### config.mk
export PLATFORM = sky130hd
export DESIGN_NAME = bkm_step_sequencer
export DESIGN_NICKNAME = d
export VERILOG_FILES = /design/src/rtl/bkm_pkg.sv /design/src/rtl/bkm_lat_timer.sv /design/src/rtl/bkm_step_sequencer.sv
export SDC_FILE = /design/constraint.sdc
export NUM_CORES = 1
export LEC_CHECK = 0
export ABC_AREA = 1
export ABC_CLOCK_PERIOD_IN_PS = 2800
export CORE_MARGIN = 2
export CORE_UTILIZATION = 40
export DETAILED_ROUTE_END_ITERATION = 6
export SLEW_MARGIN = 0
export SYNTH_ARGS = -nofsm -noshare
export SYNTH_HDL_FRONTEND = slang
export SYNTH_SLANG_ARGS = --single-unit
### constraint.sdc
create_clock -name clk -period 2.8 [get_ports clk]
set_clock_uncertainty 0.1 [all_clocks]
set_input_delay 0.42 -clock clk [delete_from_list [all_inputs] [get_ports clk]]
set_output_delay 0.42 -clock clk [all_outputs]
set_load 0.005 [all_outputs]
### src/rtl/bkm_pkg.sv
// Shared encodings for the BKM iteration controller: FSM state codes and BKM mode values.
package bkm_pkg;

    localparam logic [2:0] BKM_SEQ_IDLE  = 3'd0;
    localparam logic [2:0] BKM_SEQ_LOAD  = 3'd1;
    localparam logic [2:0] BKM_SEQ_ITER  = 3'd2;
    localparam logic [2:0] BKM_SEQ_DRAIN = 3'd3;
    localparam logic [2:0] BKM_SEQ_DONE  = 3'd4;

    localparam logic BKM_MODE_E = 1'b0;
    localparam logic BKM_MODE_L = 1'b1;

    typedef enum logic [2:0] {
        SEQ_IDLE  = BKM_SEQ_IDLE,
        SEQ_LOAD  = BKM_SEQ_LOAD,
        SEQ_ITER  = BKM_SEQ_ITER,
        SEQ_DRAIN = BKM_SEQ_DRAIN,
        SEQ_DONE  = BKM_SEQ_DONE
    } bkm_seq_state_e;

endpackage

### src/rtl/bkm_lat_timer.sv
// Loadable down-counter that paces step strobes and the pipeline drain.
// Saturates at zero; 'one' lets the sequencer prepare the next step index a cycle early.
module bkm_lat_timer #(
    parameter int WL = 3
) (
    input  logic          clk,
    input  logic          arst,
    input  logic          srst,
    input  logic          enable,
    input  logic          load,
    input  logic [WL-1:0] load_val,
    output logic          zero,
    output logic          one
);

    logic [WL-1:0] cnt_q;
    logic [WL-1:0] cnt_d;

    always_comb begin
        cnt_d = cnt_q;
        if (load) begin
            cnt_d = load_val;
        end else if (cnt_q != '0) begin
            cnt_d = cnt_q - 1'b1;
        end
    end

    always_ff @(posedge clk or negedge arst) begin
        if (!arst) begin
            cnt_q <= '0;
        end else if (srst) begin
            cnt_q <= '0;
        end else if (enable) begin
            cnt_q <= cnt_d;
        end
    end

    assign zero = (cnt_q == '0);
    assign one  = (cnt_q == WL'(1));

endmodule

### src/rtl/bkm_step_sequencer.sv
// Schedules N_STEPS iterations of one shared bkm_step datapath per accepted operation,
// spacing strobes STEP_LAT cycles apart and presenting the result after the pipeline drains.
module bkm_step_sequencer
    import bkm_pkg::*;
#(
    parameter int N_STEPS  = 64,
    parameter int WN       = 7,
    parameter int STEP_LAT = 1,
    parameter int WL       = 3
) (
    input  logic          clk,
    input  logic          arst,
    input  logic          srst,
    input  logic          enable,
    input  logic          in_valid,
    output logic          in_ready,
    input  logic          mode,
    output logic          mode_q,
    output logic          step_en,
    output logic [WN-1:0] step_n,
    output logic          sel_init,
    output logic          busy,
    output logic          out_valid,
    input  logic          out_ready
);

    localparam logic [WL-1:0] RELOAD     = WL'(STEP_LAT - 1);
    // The drain covers the STEP_LAT-1 cycles after the last strobe, so it starts one lower.
    localparam logic [WL-1:0] DRAIN_LOAD = (STEP_LAT > 1) ? WL'(STEP_LAT - 2) : '0;
    localparam logic [WN-1:0] LAST_STEP  = WN'(N_STEPS - 1);
    localparam bit            SINGLE     = (STEP_LAT == 1);

    bkm_seq_state_e state_q, state_d;
    logic [WN-1:0]  step_n_q, step_n_d;
    logic           mode_d;
    logic           tmr_load;
    logic [WL-1:0]  tmr_val;
    logic           tmr_zero;
    logic           tmr_one;

    bkm_lat_timer #(
        .WL (WL)
    ) u_lat_timer (
        .clk      (clk),
        .arst     (arst),
        .srst     (srst),
        .enable   (enable),
        .load     (tmr_load),
        .load_val (tmr_val),
        .zero     (tmr_zero),
        .one      (tmr_one)
    );

    // step_n_q advances on the edge entering a strobe cycle so it always shows the issued index.
    always_comb begin
        state_d  = state_q;
        step_n_d = step_n_q;
        mode_d   = mode_q;
        tmr_load = 1'b0;
        tmr_val  = RELOAD;
        case (state_q)
            SEQ_IDLE: begin
                if (in_valid) begin
                    state_d  = SEQ_LOAD;
                    step_n_d = '0;
                    mode_d   = (mode == BKM_MODE_L) ? BKM_MODE_L : BKM_MODE_E;
                end
            end
            SEQ_LOAD: begin
                tmr_load = 1'b1;
                state_d  = SEQ_ITER;
                if (SINGLE) begin
                    step_n_d = step_n_q + 1'b1;
                end
            end
            SEQ_ITER: begin
                if (tmr_zero) begin
                    if (step_n_q == LAST_STEP) begin
                        if (SINGLE) begin
                            state_d = SEQ_DONE;
                        end else begin
                            state_d  = SEQ_DRAIN;
                            tmr_load = 1'b1;
                            tmr_val  = DRAIN_LOAD;
                        end
                    end else begin
                        tmr_load = 1'b1;
                        if (SINGLE) begin
                            step_n_d = step_n_q + 1'b1;
                        end
                    end
                end else if (tmr_one) begin
                    step_n_d = step_n_q + 1'b1;
                end
            end
            SEQ_DRAIN: begin
                if (tmr_zero) begin
                    state_d = SEQ_DONE;
                end
            end
            SEQ_DONE: begin
                if (out_ready) begin
                    state_d = SEQ_IDLE;
                end
            end
            default: state_d = SEQ_IDLE;
        endcase
    end

    always_ff @(posedge clk or negedge arst) begin
        if (!arst) begin
            state_q  <= SEQ_IDLE;
            step_n_q <= '0;
            mode_q   <= BKM_MODE_E;
        end else if (srst) begin
            state_q  <= SEQ_IDLE;
            step_n_q <= '0;
            mode_q   <= BKM_MODE_E;
        end else if (enable) begin
            state_q  <= state_d;
            step_n_q <= step_n_d;
            mode_q   <= mode_d;
        end
    end

    assign in_ready  = enable & (state_q == SEQ_IDLE);
    assign step_en   = enable & ((state_q == SEQ_LOAD) | ((state_q == SEQ_ITER) & tmr_zero));
    assign step_n    = step_n_q;
    assign sel_init  = (state_q == SEQ_LOAD);
    assign busy      = (state_q != SEQ_IDLE);
    assign out_valid = enable & (state_q == SEQ_DONE);

endmodule

==> results.json, run 1 <==
{
  "h-tree-depth": 1,
  "crit_path_end_kind": "output pin",
  "port_buffers": 19,
  "boundaryPins": 20,
  "grt_pass1_wl_um": 3788,
  "ant_nets": 0,
  "regArea_um2": 350.3,
  "grt_use_total_pct": 15.40,
  "yosysTopAreaCell": "dfrtp_1",
  "critical_path_arrival_ns": 2.01,
  "route.detailed.drc": 0,
  "synth.cell_area_mm2": 0.001057,
  "nNetsFinal": 178,
  "dp_slack_ns": 0.6033,
  "postCtsHoldBufs": 0,
  "die_h_um": 55.41,
  "hpwlAfterDp_um": 1727,
  "numPlacedInstances": 192,
  "whs_ns": 0.4006,
  "grt_pass1_vias": 870,
  "max_cap_viol_count": 0,
  "wl_um": 2176,
  "critPathSlowestCell": "clkdlybuf4s50_1",
  "hp-class": "register to register",
  "dr.pass1.iters": 4,
  "r2r_setup_slack_ns": 1.10,
  "mostFrequentLayoutCell": "nand2_1",
  "die_x_um": 55.41,
  "slew_viol_final": 0,
  "rows": 18,
  "cts_sinks": 14,
  "multi_input_area_um2": 616.8,
  "antenna_found_initial": 0,
  "yosys_warnings": 0,
  "timing.rr.end": "u_lat_timer.cnt_q[2]",
  "syn-num-nets": 156,
  "pwr_density_cell_mw_per_mm2": 730.8,
  "reg2reg_depth": 11,
  "status": "finished, final reports clean",
  "ys_seq_area_share_pct": 33.14,
  "cp_data_required_time_ns": 2.28,
  "max_stage_delay_ns": 0.53,
  "clockRootBuffer": "clkbuf_4",
  "overflow": 0,
  "slew_headroom_pct": 54.33,
  "rsz0062_at_grt": "no",
  "grt_max_degree": 15,
  "hold_end": "u_lat_timer.cnt_q[1]",
  "fin_setup_tns_ns": 0,
  "drive_gt1_share_pct": 18.67,
  "cts_setup_buffers": 0,
  "hold_depth": 2,
  "synth-seq-cells": 14,
  "clk_pin_slew_ns": 0.09,
  "dr_total_vias": 951,
  "cp_common_cell": "inv_1",
  "wl_per_cell_um": 11.10,
  "irDropWorstVdd_mv": 0.4659,
  "die_area_mm2": 0.003070,
  "layout_common_cells": "nand2_1 (41), nor2_1 (19), clkdlybuf4s50_1 (19), inv_1 (14), dfrtp_1 (14)",
  "min_from": "u_lat_timer.cnt_q[1]",
  "cts_buffers": 3,
  "fin_ws_ns": 0.2738,
  "syn_to_final_growth_pct": 22.84,
  "clk_path_buf_depth": 2,
  "initial_core_util_pct": 42.29,
  "core_area_mm2": 0.002500,
  "regToRegStartpoint": "u_lat_timer.cnt_q[0]",
  "crit_chain": "inv_1 > ha_1 > inv_1 > nor2_1 > nand3_1 > a21oi_1 > clkdlybuf4s50_1",
  "synth_cell_types": 26,
  "worst_pin_slew_ns": 0.6829,
  "p_leak_uw": 0.0006557,
  "clkLatencyLatePin_ns": 0.28,
  "finalSetupViolations": 0,
  "start_kind": "register",
  "cpLargestDelayFamily": "buffers and inverters",
  "fillers": 235,
  "fin_crit_sh_pct": 90.22,
  "via_per_inst": 4.852,
  "synth_top_area_share_pct": 33.14,
  "timing.fmax_ghz": 0.3958,
  "finalCriticalPeriod_ns": 2.526,
  "cts_tree": "yes",
  "diodes": 0,
  "path_buf_inv": 3,
  "dr.first_iter.drc_count": 17,
  "avgSynthCellArea_um2": 7.291,
  "cts_resized": 0,
  "finalNonFillerCells": 196,
  "hold_viol_final": 0,
  "ys_top_cells_by_area": "dfrtp_1 (33%), nand2_1 (15%), nor2_1 (6.7%)",
  "cp_max_fo": 4,
  "critical_path_class": "register to output pin",
  "place.gp.congestion": 0.8695,
  "syn_inst": 145
}
==> cell type report <==
class	count	share of cell area [%]
flip-flops and latches	14	26.97
repair buffers	19	14.64
inverters	18	5.202
multi-input cells	111	47.50
well taps	30	2.890
clock buffers	4	2.794
==> layer usage <==
layer	vias to the layer above	GRT usage (%)	routed length (µm)
li1	507	-	-
met1	428	20.82	1094
met2	10	23.30	980
met3	6	5.152	50
met4	0	4.530	51
met5	-	0	0
==> flip-flops by register name (all words and copies together) (netlist names) <==
register and count:
mode_q 1, state_q 3, step_n 7, u_lat_timer.cnt_q 3
==> cells in the mapped netlist <==
library cell,instances
buf_4,1
o21ai_2,7
nor2_1,19
nand3_1,8
nand3_2,2
a21oi_1,3
xor2_1,1
nand3b_4,1
nor2_4,2
xnor2_1,1
nor2_2,3
ha_1,4
buf_8,1
nand3_4,1
inv_2,4
inv_1,14
a21oi_2,1
or2_1,1
nand2_2,5
or2_2,1
nand4_1,5
dfrtp_1,14
o21ai_0,1
o21ai_1,2
nand2_1,41
nor3_1,2
==> kinds of logic (layout without fill, tap and decap cells) <==
group | Yosys count | after routing | synth area share (%)
compound gates | 14 | 14 | 9.467
xor+xnor | 2 | 2 | 1.657
fa+ha+maj | 4 | 4 | 4.734
buf+inv | 20 | 41 | 8.520
flops | 14 | 14 | 33.14
simple gates | 91 | 91 | 42.49
==> worst register-to-register path, delay by kind of cell (launching register included) <==
kind / cells / cell delay, ns
adders and majority gates: 1 / 0.19
buffers and inverters: 2 / 0.14
DFF: 1 / 0.42
and+or+nand+nor: 8 / 0.75
==> worst max-delay path by stage <==
| stage | start | end | slack, ns | depth (start not counted) |
|---|---|---|---|---|
| 2_1_floorplan | u_lat_timer.cnt_q[0] | step_en | 1.25 | 6 |
| 3_3_place_gp | u_lat_timer.cnt_q[0] | step_en | 0.61 | 7 |
| 3_5_place_dp | u_lat_timer.cnt_q[0] | step_en | 0.60 | 7 |
| 4_1_cts | u_lat_timer.cnt_q[0] | step_en | 0.27 | 7 |
| 5_1_grt | u_lat_timer.cnt_q[0] | step_en | 0.1 | 7 |
| 6_report | u_lat_timer.cnt_q[0] | step_en | 0.27 | 7 |
==> stage by stage <==
step	util (%)	power [µW]	area, µm²
3_5_place_dp	50.50	807.9	1262
6_report	51.95	949.2	1299
3_3_place_gp	50.50	809.7	1262
5_1_grt	51.95	1047	1299
4_1_cts	51.95	959.5	1299
2_1_floorplan	-	654.7	1057
==> power breakdown <==
group / switching, µW / internal (µW)
combinational: 289 / 208
clock: 66.6 / 79.1
sequential: 61.1 / 245
(Power assumes the default switching activity.)
==> run 2, diff against run 1 <==
--- a/config.mk
+++ b/config.mk
@@ -6,10 +6,10 @@
 export NUM_CORES = 1
 export LEC_CHECK = 0
 export ABC_AREA = 1
-export ABC_CLOCK_PERIOD_IN_PS = 2800
-export CORE_MARGIN = 2
+export ABC_CLOCK_PERIOD_IN_PS = 2300
 export CORE_UTILIZATION = 40
 export DETAILED_ROUTE_END_ITERATION = 6
+export PLACE_DENSITY = 0.66
 export SLEW_MARGIN = 0
 export SYNTH_ARGS = -nofsm -noshare
 export SYNTH_HDL_FRONTEND = slang
==> constraint.sdc (replaced) <==
create_clock -name clk -period 2.3 [get_ports clk]
set_clock_uncertainty 0.1 [all_clocks]
set_input_delay 0.46 -clock clk [delete_from_list [all_inputs] [get_ports clk]]
set_output_delay 0.46 -clock clk [all_outputs]
set_load 0.005 [all_outputs]
==> results.json, run 2 (synthesis results as in run 1) <==
{
  "finalSetupViolations": 0,
  "worst_pin_slew_ns": 0.6360,
  "route.detailed.drc": 0,
  "clockPowerShare_pct": 14.7,
  "critical_path_arrival_ns": 1.63,
  "irDropWorstVdd_mv": 0.5391,
  "postLayoutCellArea_mm2": 0.001334,
  "postCtsHoldBufs": 0,
  "p_leak_uw": 0.0006756,
  "cts_buffers": 3,
  "slew_viol_final": 0,
  "fin_setup_tns_ns": 0,
  "timing.fmax_ghz": 0.4562,
  "cp_max_fo": 7,
  "dr_total_vias": 963,
  "ant_nets": 0,
  "clk_pin_slew_ns": 0.09,
  "whs_ns": 0.4097,
  "pwr_density_cell_mw_per_mm2": 903.1,
  "wl_per_cell_um": 11.21,
  "p_sw_uw": 524.9,
  "core_area_mm2": 0.002477,
  "antenna_found_initial": 0,
  "dr.pass1.iters": 4,
  "cts_tree": "yes",
  "crit_path_end_kind": "output pin",
  "syn_to_final_growth_pct": 26.15,
  "clk_path_buf_depth": 2,
  "layout_common_cells": "nand2_1 (41), nor2_1 (18), clkdlybuf4s50_1 (18), inv_1 (13), dfrtp_1 (13)",
  "hpwlAfterDp_um": 1760,
  "fin_crit_sh_pct": 95.31,
  "critPathSlowestCell": "clkdlybuf4s50_1",
  "dp_slack_ns": 0.1059,
  "cts_sinks": 14,
  "path_buf_inv": 2,
  "cpLargestDelayFamily": "buffers and inverters",
  "boundaryPins": 20,
  "die_x_um": 53.41,
  "h-tree-depth": 1,
  "grt_pass1_vias": 887,
  "cp_data_required_time_ns": 1.74,
  "mostFrequentLayoutCell": "nand2_1",
  "die_h_um": 53.41,
  "crit_chain": "nor2_2 > nand2_2 > inv_1 > clkdlybuf4s50_1",
  "via_per_inst": 4.815,
  "p_seq_share_pct": 30.6,
  "largest_reg_flops": 7,
  "nNetsFinal": 182,
  "port_buffers": 19,
  "intPower_uw": 679.7,
  "power.total_uw": 1205,
  "dr.first_iter.drc_count": 19,
  "switching_share_pct": 43.57,
  "grt_pass1_wl_um": 3877,
  "critical_path_class": "register to output pin",
  "slew_headroom_pct": 57.47,
  "hp-class": "register to register",
  "finalCriticalPeriod_ns": 2.192,
  "die_area_mm2": 0.002853,
  "grt_max_degree": 15,
  "fin_ws_ns": 0.1078,
  "placed_cell_area_mm2": 0.001277,
  "rows": 18,
  "clkLatencyLatePin_ns": 0.28,
  "max_cap_viol_count": 0,
  "start_kind": "register",
  "wl_um": 2241,
  "overflow": 0,
  "hold_viol_final": 0,
  "pwr-share-comb_pct": 54.7,
  "fillers": 250,
  "grt_use_total_pct": 18.67,
  "max_stage_delay_ns": 0.49,
  "status": "finished, final reports clean",
  "rsz0062_at_grt": "no",
  "place.gp.congestion": 0.8557,
  "diodes": 0,
  "drive_gt1_share_pct": 22.94,
  "initial_core_util_pct": 42.68,
  "clockRootBuffer": "clkbuf_4"
}
[run 2: cell count changes in the layout (fill, tap and decap cells not counted), sizes merged]
cell / previous run / this run
dlygate4sd2: 0 / 1
clkdlybuf4s50: 19 / 18
buf: 0 / 4
[run 2: worst paths after layout]
path	from	to	slack, ns	cells after the start
max	state_q[1]	sel_init	0.11	4
min	u_lat_timer.cnt_q[1]	u_lat_timer.cnt_q[1]	0.41	2
max reg2reg	u_lat_timer.cnt_q[0]	u_lat_timer.cnt_q[0]	0.68	11
min reg2reg	u_lat_timer.cnt_q[1]	u_lat_timer.cnt_q[1]	0.41	2
max in group asynchronous	arst	state_q[2]	1.19	1
min in group asynchronous	arst	state_q[0]	0.47	1
[run 2: metal layers]
layer,part of all wire [%],global-route usage (%)
met2,48,30.42
met3,2.5,5.172
met4,0.58,2.632
met1,49,24.66
met5,0,0
[run 2: power by group through the flow]
stage	combinational, µW	clock, µW	sequential, µW
floorplan	433	0	364
global placement	605	0	373
detailed placement	620	0	374
CTS	642	188	367
global route	741	199	379
finish	659	178	368
[run 2: area by class of cell]
type	instances	area (µm²)	share of cell area [%]
repair buffers	23	219.0	16.42
multi-input cells	111	621.8	46.62
clock buffers	4	36.28	2.720
inverters	18	67.56	5.066
well taps	30	37.54	2.814
flip-flops and latches	14	351.6	26.36
[run 2: what timing repair did]
item | in CTS | in global routing
pin swaps | 0 | 1
buffers inserted | 1 | 1
resized for setup | 4 | 1
endpoints found under the setup margin | 1 | 1
[run 2: worst min-delay path, stage by stage (launching register included)]
cell and delay [ns]:
dfrtp_1 0.36, nand2_1 0.06, nand2_1 0.06
[run 2: through the flow]
stage                     utilization (%)  cells
after floorplan                         -    145
after global placement              51.57    194
after detailed placement            51.57    194
after CTS                           53.48    199
after global routing                53.84    200
final                               53.84    200
==> RTL edit 1 (config.mk and constraints of run 1) <==
`WL` is set to 3 in 2 places; all go to 2.
--- a/src/rtl/bkm_lat_timer.sv
+++ b/src/rtl/bkm_lat_timer.sv
@@ -1,7 +1,7 @@
 // Loadable down-counter that paces step strobes and the pipeline drain.
 // Saturates at zero; 'one' lets the sequencer prepare the next step index a cycle early.
 module bkm_lat_timer #(
-    parameter int WL = 3
+    parameter int WL = 2
 ) (
     input  logic          clk,
     input  logic          arst,
--- a/src/rtl/bkm_step_sequencer.sv
+++ b/src/rtl/bkm_step_sequencer.sv
@@ -6,7 +6,7 @@
     parameter int N_STEPS  = 64,
     parameter int WN       = 7,
     parameter int STEP_LAT = 1,
-    parameter int WL       = 3
+    parameter int WL       = 2
 ) (
     input  logic          clk,
     input  logic          arst,
Function: no difference found for any inputs over 10 cycles, from zero or initial values and one cycle with arst low; that may be too few to reach the edited logic, so the function may still have changed.
==> RTL edit 1 against run 1 <==
- wire length up 8.9%
- first-iteration DRC count up 110%
- sequential cell count down 1
- count of clock-buffer cells in the layout unchanged
- fmax up 4.7%
- clock power down 14%
- synthesized cell count up 4.8%
- largest cell class unchanged
- area after synthesis down 7.0%
- power down 14%
- sequential share of layout area down 0.39 points
- via count up 7.2%
- worst setup slack better by 0.11 ns
- design area down 5.8%
==> RTL edit 1: results (changes against run 1) <==
- Outcome: finished clean
- RR Endpoint: state_q[1]
- Cell variety after synth: 21 (-19%)
- Synth top cells by count: nand2_1 (47), inv_1 (21), nor2_1 (20), nand3_1 (17), dfrtp_1 (13)
- Via Count: 1,019 (+7.2%)
- Avg WL per Cell: 11.7 um (+5.6%)
- Net Count, Synth: 162 (+3.8%)
- Drt first-iter violations: 36 (+19)
- Post-Place Setup Slack: 0.692 ns (+0.0888 ns)
- Peak supply drop: 503 uV (+7.9%)
- Hold Path Depth: 2 (unchanged)
- Hpwl dp: 1.84 mm (+6.4%)
- Leak: 0.629 nW (-4.1%)
- WP data arrival: 1.89 ns (-0.12 ns)
- Gr usage total: 19.7% (+4.3 points)
- Reg-to-reg slack, setup: 1.16 ns (+0.06 ns)
- R2R depth: 7 (-4)
- Largest net degree at the start of global routing: 14 (-1)
- Critical Path Max Stage Delay: 0.50 ns (-0.03 ns)
- Number of global-route vias before repair: 935 (+7.5%)
- Placed instance count: 198 (+3.1%)
- Fin crit share: 86.2% (-4.0 points)
- First-pass GRT wire length: 4.02 mm (+6.2%)
- Cells after Synth: 152 (+4.8%)
- Final #Nets: 185 (+3.9%)
- Drt total wl: 2.37 mm (+8.9%)
- Share of cells above drive strength 1: 9.20% (-9.5 points)
- Part of the Yosys area used for sequential elements: 33.1% (-0.057 points)
- Critical R2R Launch: step_n[0]
- Gpl congestion: 0.906 (+4.1%)
## RTL edit 1: cell types whose count changed in the layout (fill, tap and decap cells not counted), sizes merged, moves of 2 or more
cell / before / now
inv: 18 / 23
o21ai: 10 / 4
nand4: 5 / 7
nand3: 11 / 17
nand2: 46 / 53
## RTL edit 1: cell type report
cell class | instances | area (um2)
Fill cell | 228 | 1050
Multi-Input combinational cell | 115 | 558
Sequential cell | 13 | 325
Timing Repair Buffer | 19 | 190
Inverter | 23 | 88.8
Tap cell | 28 | 35.0
Clock buffer | 4 | 26.3
## RTL edit 1: per-layer routing
metal / up-vias / GRT usage, % / wire [um]
met3: 7 / 3.61 / 109
met5: - / 0 / 0
met4: 0 / 10.7 / 66
met2: 30 / 28.4 / 957
met1: 458 / 27.7 / 1240
li1: 524 / - / -
## RTL edit 1: worst max path at each step
stage	start	endpoint	cells after the start
6_report	u_lat_timer.cnt_q[0]	step_en	7
5_1_grt	u_lat_timer.cnt_q[0]	step_en	7
4_1_cts	u_lat_timer.cnt_q[0]	step_en	7
3_5_place_dp	enable	in_ready	4
3_3_place_gp	enable	out_valid	4
2_1_floorplan	u_lat_timer.cnt_q[0]	step_en	6
## RTL edit 1: metrics by stage
stage,utilization (%),instance area [um2]
CTS,53.8,1220
floorplan,-,983
detailed placement,52.6,1200
global route,53.8,1220
global placement,52.6,1200
finish,53.8,1220
## RTL edit 1: worst max-delay path: cells and delay by family (launching register included)
| family | cells | cell delay [ns] |
|---|---|---|
| adders and majority gates | 1 | 0.23 |
| buffers and inverters | 2 | 0.58 |
| and+or+nand+nor | 4 | 0.39 |
| DFF | 1 | 0.40 |
## RTL edit 1: power by group
part	internal, mW	switching, mW
sequential	0.226	0.0488
combinational	0.177	0.239
clock	0.0554	0.0691
## RTL edit 1: cells by family (layout without fill, tap and decap cells)
family	after synthesis	after routing	share of synthesized area, %
buffers and inverters	24	46	10.2
AOI/OAI and AO/OA	8	8	4.07
and+or+nand+nor	104	104	48.9
adders and majority gates	3	3	3.82
DFF	13	13	33.1
==> RTL edit 2 (config.mk and constraints of run 1) <==
Made on the original files. Register the input `mode` before use. The logic sees it one clock later. The other inputs are not delayed to match.
--- a/src/rtl/bkm_step_sequencer.sv
+++ b/src/rtl/bkm_step_sequencer.sv
@@ -29,6 +29,12 @@
     localparam logic [WL-1:0] DRAIN_LOAD = (STEP_LAT > 1) ? WL'(STEP_LAT - 2) : '0;
     localparam logic [WN-1:0] LAST_STEP  = WN'(N_STEPS - 1);
     localparam bit            SINGLE     = (STEP_LAT == 1);
+
+    logic mode_r;
+
+    always_ff @(posedge clk) begin
+        mode_r <= mode;
+    end
 
     bkm_seq_state_e state_q, state_d;
     logic [WN-1:0]  step_n_q, step_n_d;
@@ -63,7 +69,7 @@
                 if (in_valid) begin
                     state_d  = SEQ_LOAD;
                     step_n_d = '0;
-                    mode_d   = (mode == BKM_MODE_L) ? BKM_MODE_L : BKM_MODE_E;
+                    mode_d   = (mode_r == BKM_MODE_L) ? BKM_MODE_L : BKM_MODE_E;
                 end
             end
             SEQ_LOAD: begin
Check against the original RTL: not equivalent (Yosys sat finds a counterexample within 4 cycles, from zero or initial values and one cycle with arst low).
==> RTL edit 2 against run 1 <==
- cell count grew 4.1%
- via count is 6.4% higher
- power decreased by 1.5%
- first-iteration DRC count rose by 100%
- design area up 0.19%
- register-to-register slack worse by 0.03 ns
- wire length grew 8.8%
- utilization grew 0.10 points
- sequential power increased by 4%
- fmax grew 6.1%
- worst setup slack improved by 0.15 ns
- sequential cell count is 1 higher
- area after synthesis up 0.71%
- critical path type unchanged
- largest cell class unchanged
- highest routed layer unchanged
==> RTL edit 2: results (changes against run 1) <==
- Hold Path Origin: mode_r
- Synth top cells by count: nand2_1 (44), nor2_1 (20), nand3_1 (18), inv_1 (17), dfrtp_1 (14)
- Peak supply drop: 566 uV (+21%)
- Post-CTS Setup Bufs: 0 (unchanged)
- Via Count: 1,012 (+6.4%)
- Hpwl dp: 1.84 mm (+6.8%)
- Largest net degree at the start of global routing: 15 (unchanged)
- FFs w/ async S/R, synth: 93.3% (-6.7 points)
- Leak: 0.628 nW (-4.2%)
- Part of the Yosys area used for sequential elements: 34.8% (+1.6 points)
- Post-Place Setup Slack: 0.539 ns (-0.0647 ns)
- Via/cell ratio: 4.96 (+2.2%)
- Gr usage total: 15.9% (+0.50 points)
- Number of global-route vias before repair: 901 (+3.6%)
- Net Count, Synth: 164 (+5.1%)
- Gpl congestion: 0.854 (-1.8%)
- Share of cells above drive strength 1: 12.6% (-6.0 points)
- H-tree levels: 1 (unchanged)
- Drt total wl: 2.37 mm (+8.8%)
- Placed instance count: 200 (+4.2%)
- Largest cells by area after synthesis: dfrtp_1 (33%), nand2_1 (16%), nand3_1 (8.5%), nor2_1 (7.1%), inv_1 (6.0%)
- Worst slew pin tran: 0.680 ns (-0.00300 ns)
- Cell variety after synth: 22 (-15%)
- WP data arrival: 1.86 ns (-0.15 ns)
- Drt first-iter violations: 34 (+17)
- # diodes: 0 (unchanged)
- Critical R2R Launch: step_n[0]
- Outcome: finished clean
- Final #Nets: 186 (+4.5%)
- Critical path launch point: u_lat_timer.cnt_q[1]
- Cells after Synth: 153 (+5.5%)
- Dpl cell area: 0.00127 mm2 (+0.89%)
- First-pass GRT wire length: 3.93 mm (+3.8%)
- Synth warnings: 0 (unchanged)
[RTL edit 2: logic make-up (layout without fill, tap and decap cells)]
family / after synthesis / after routing / synth area share, %
simple gates: 102 / 102 / 46.2
buf+inv: 21 / 42 / 8.46
flops: 15 / 15 / 34.8
compound gates: 9 / 9 / 4.23
fa+ha+maj: 4 / 4 / 4.70
xor+xnor: 2 / 2 / 1.65
[RTL edit 2: layer usage]
metal	routed length, um	global-route usage [%]
met1	1070	20.1
met2	1150	27.4
met3	111	4.19
met4	33	3.14
met5	0	0
[RTL edit 2: final timing paths]
check	depth (start not counted)	slack, ns	to
worst max-delay path	7	0.42	step_en
worst min-delay path	2	0.39	mode_q
worst max register to register	8	1.07	state_q[2]
worst min register to register	2	0.39	mode_q
max in group asynchronous	1	1.73	state_q[1]
min in group asynchronous	1	0.43	step_n[3]
[RTL edit 2: worst max-delay path, stage by stage, from the launching register on]
cell,delay (ns)
dfrtp_1,0.37
inv_1,0.12
ha_1,0.18
nand2_1,0.12
nor2_4,0.16
nor2_1,0.05
nor2_1,0.08
clkdlybuf4s50_1,0.50
[RTL edit 2: final cells by class]
type | count | area [um2]
fill | 250 | 1200
multi-input combinational | 117 | 604
sequential | 15 | 370
timing repair buffer | 19 | 190
inverter | 19 | 71.3
tap | 30 | 37.5
clock buffer | 3 | 22.5
clock inverter | 1 | 5.00
[RTL edit 2: where the power goes]
part / switching [mW] / internal [mW] / leakage (nW)
registers: 0.0577 / 0.260 / 0.199
logic: 0.285 / 0.205 / 0.412
clock network: 0.0740 / 0.0531 / 0.0177
total: 0.416 / 0.518 / 0.628
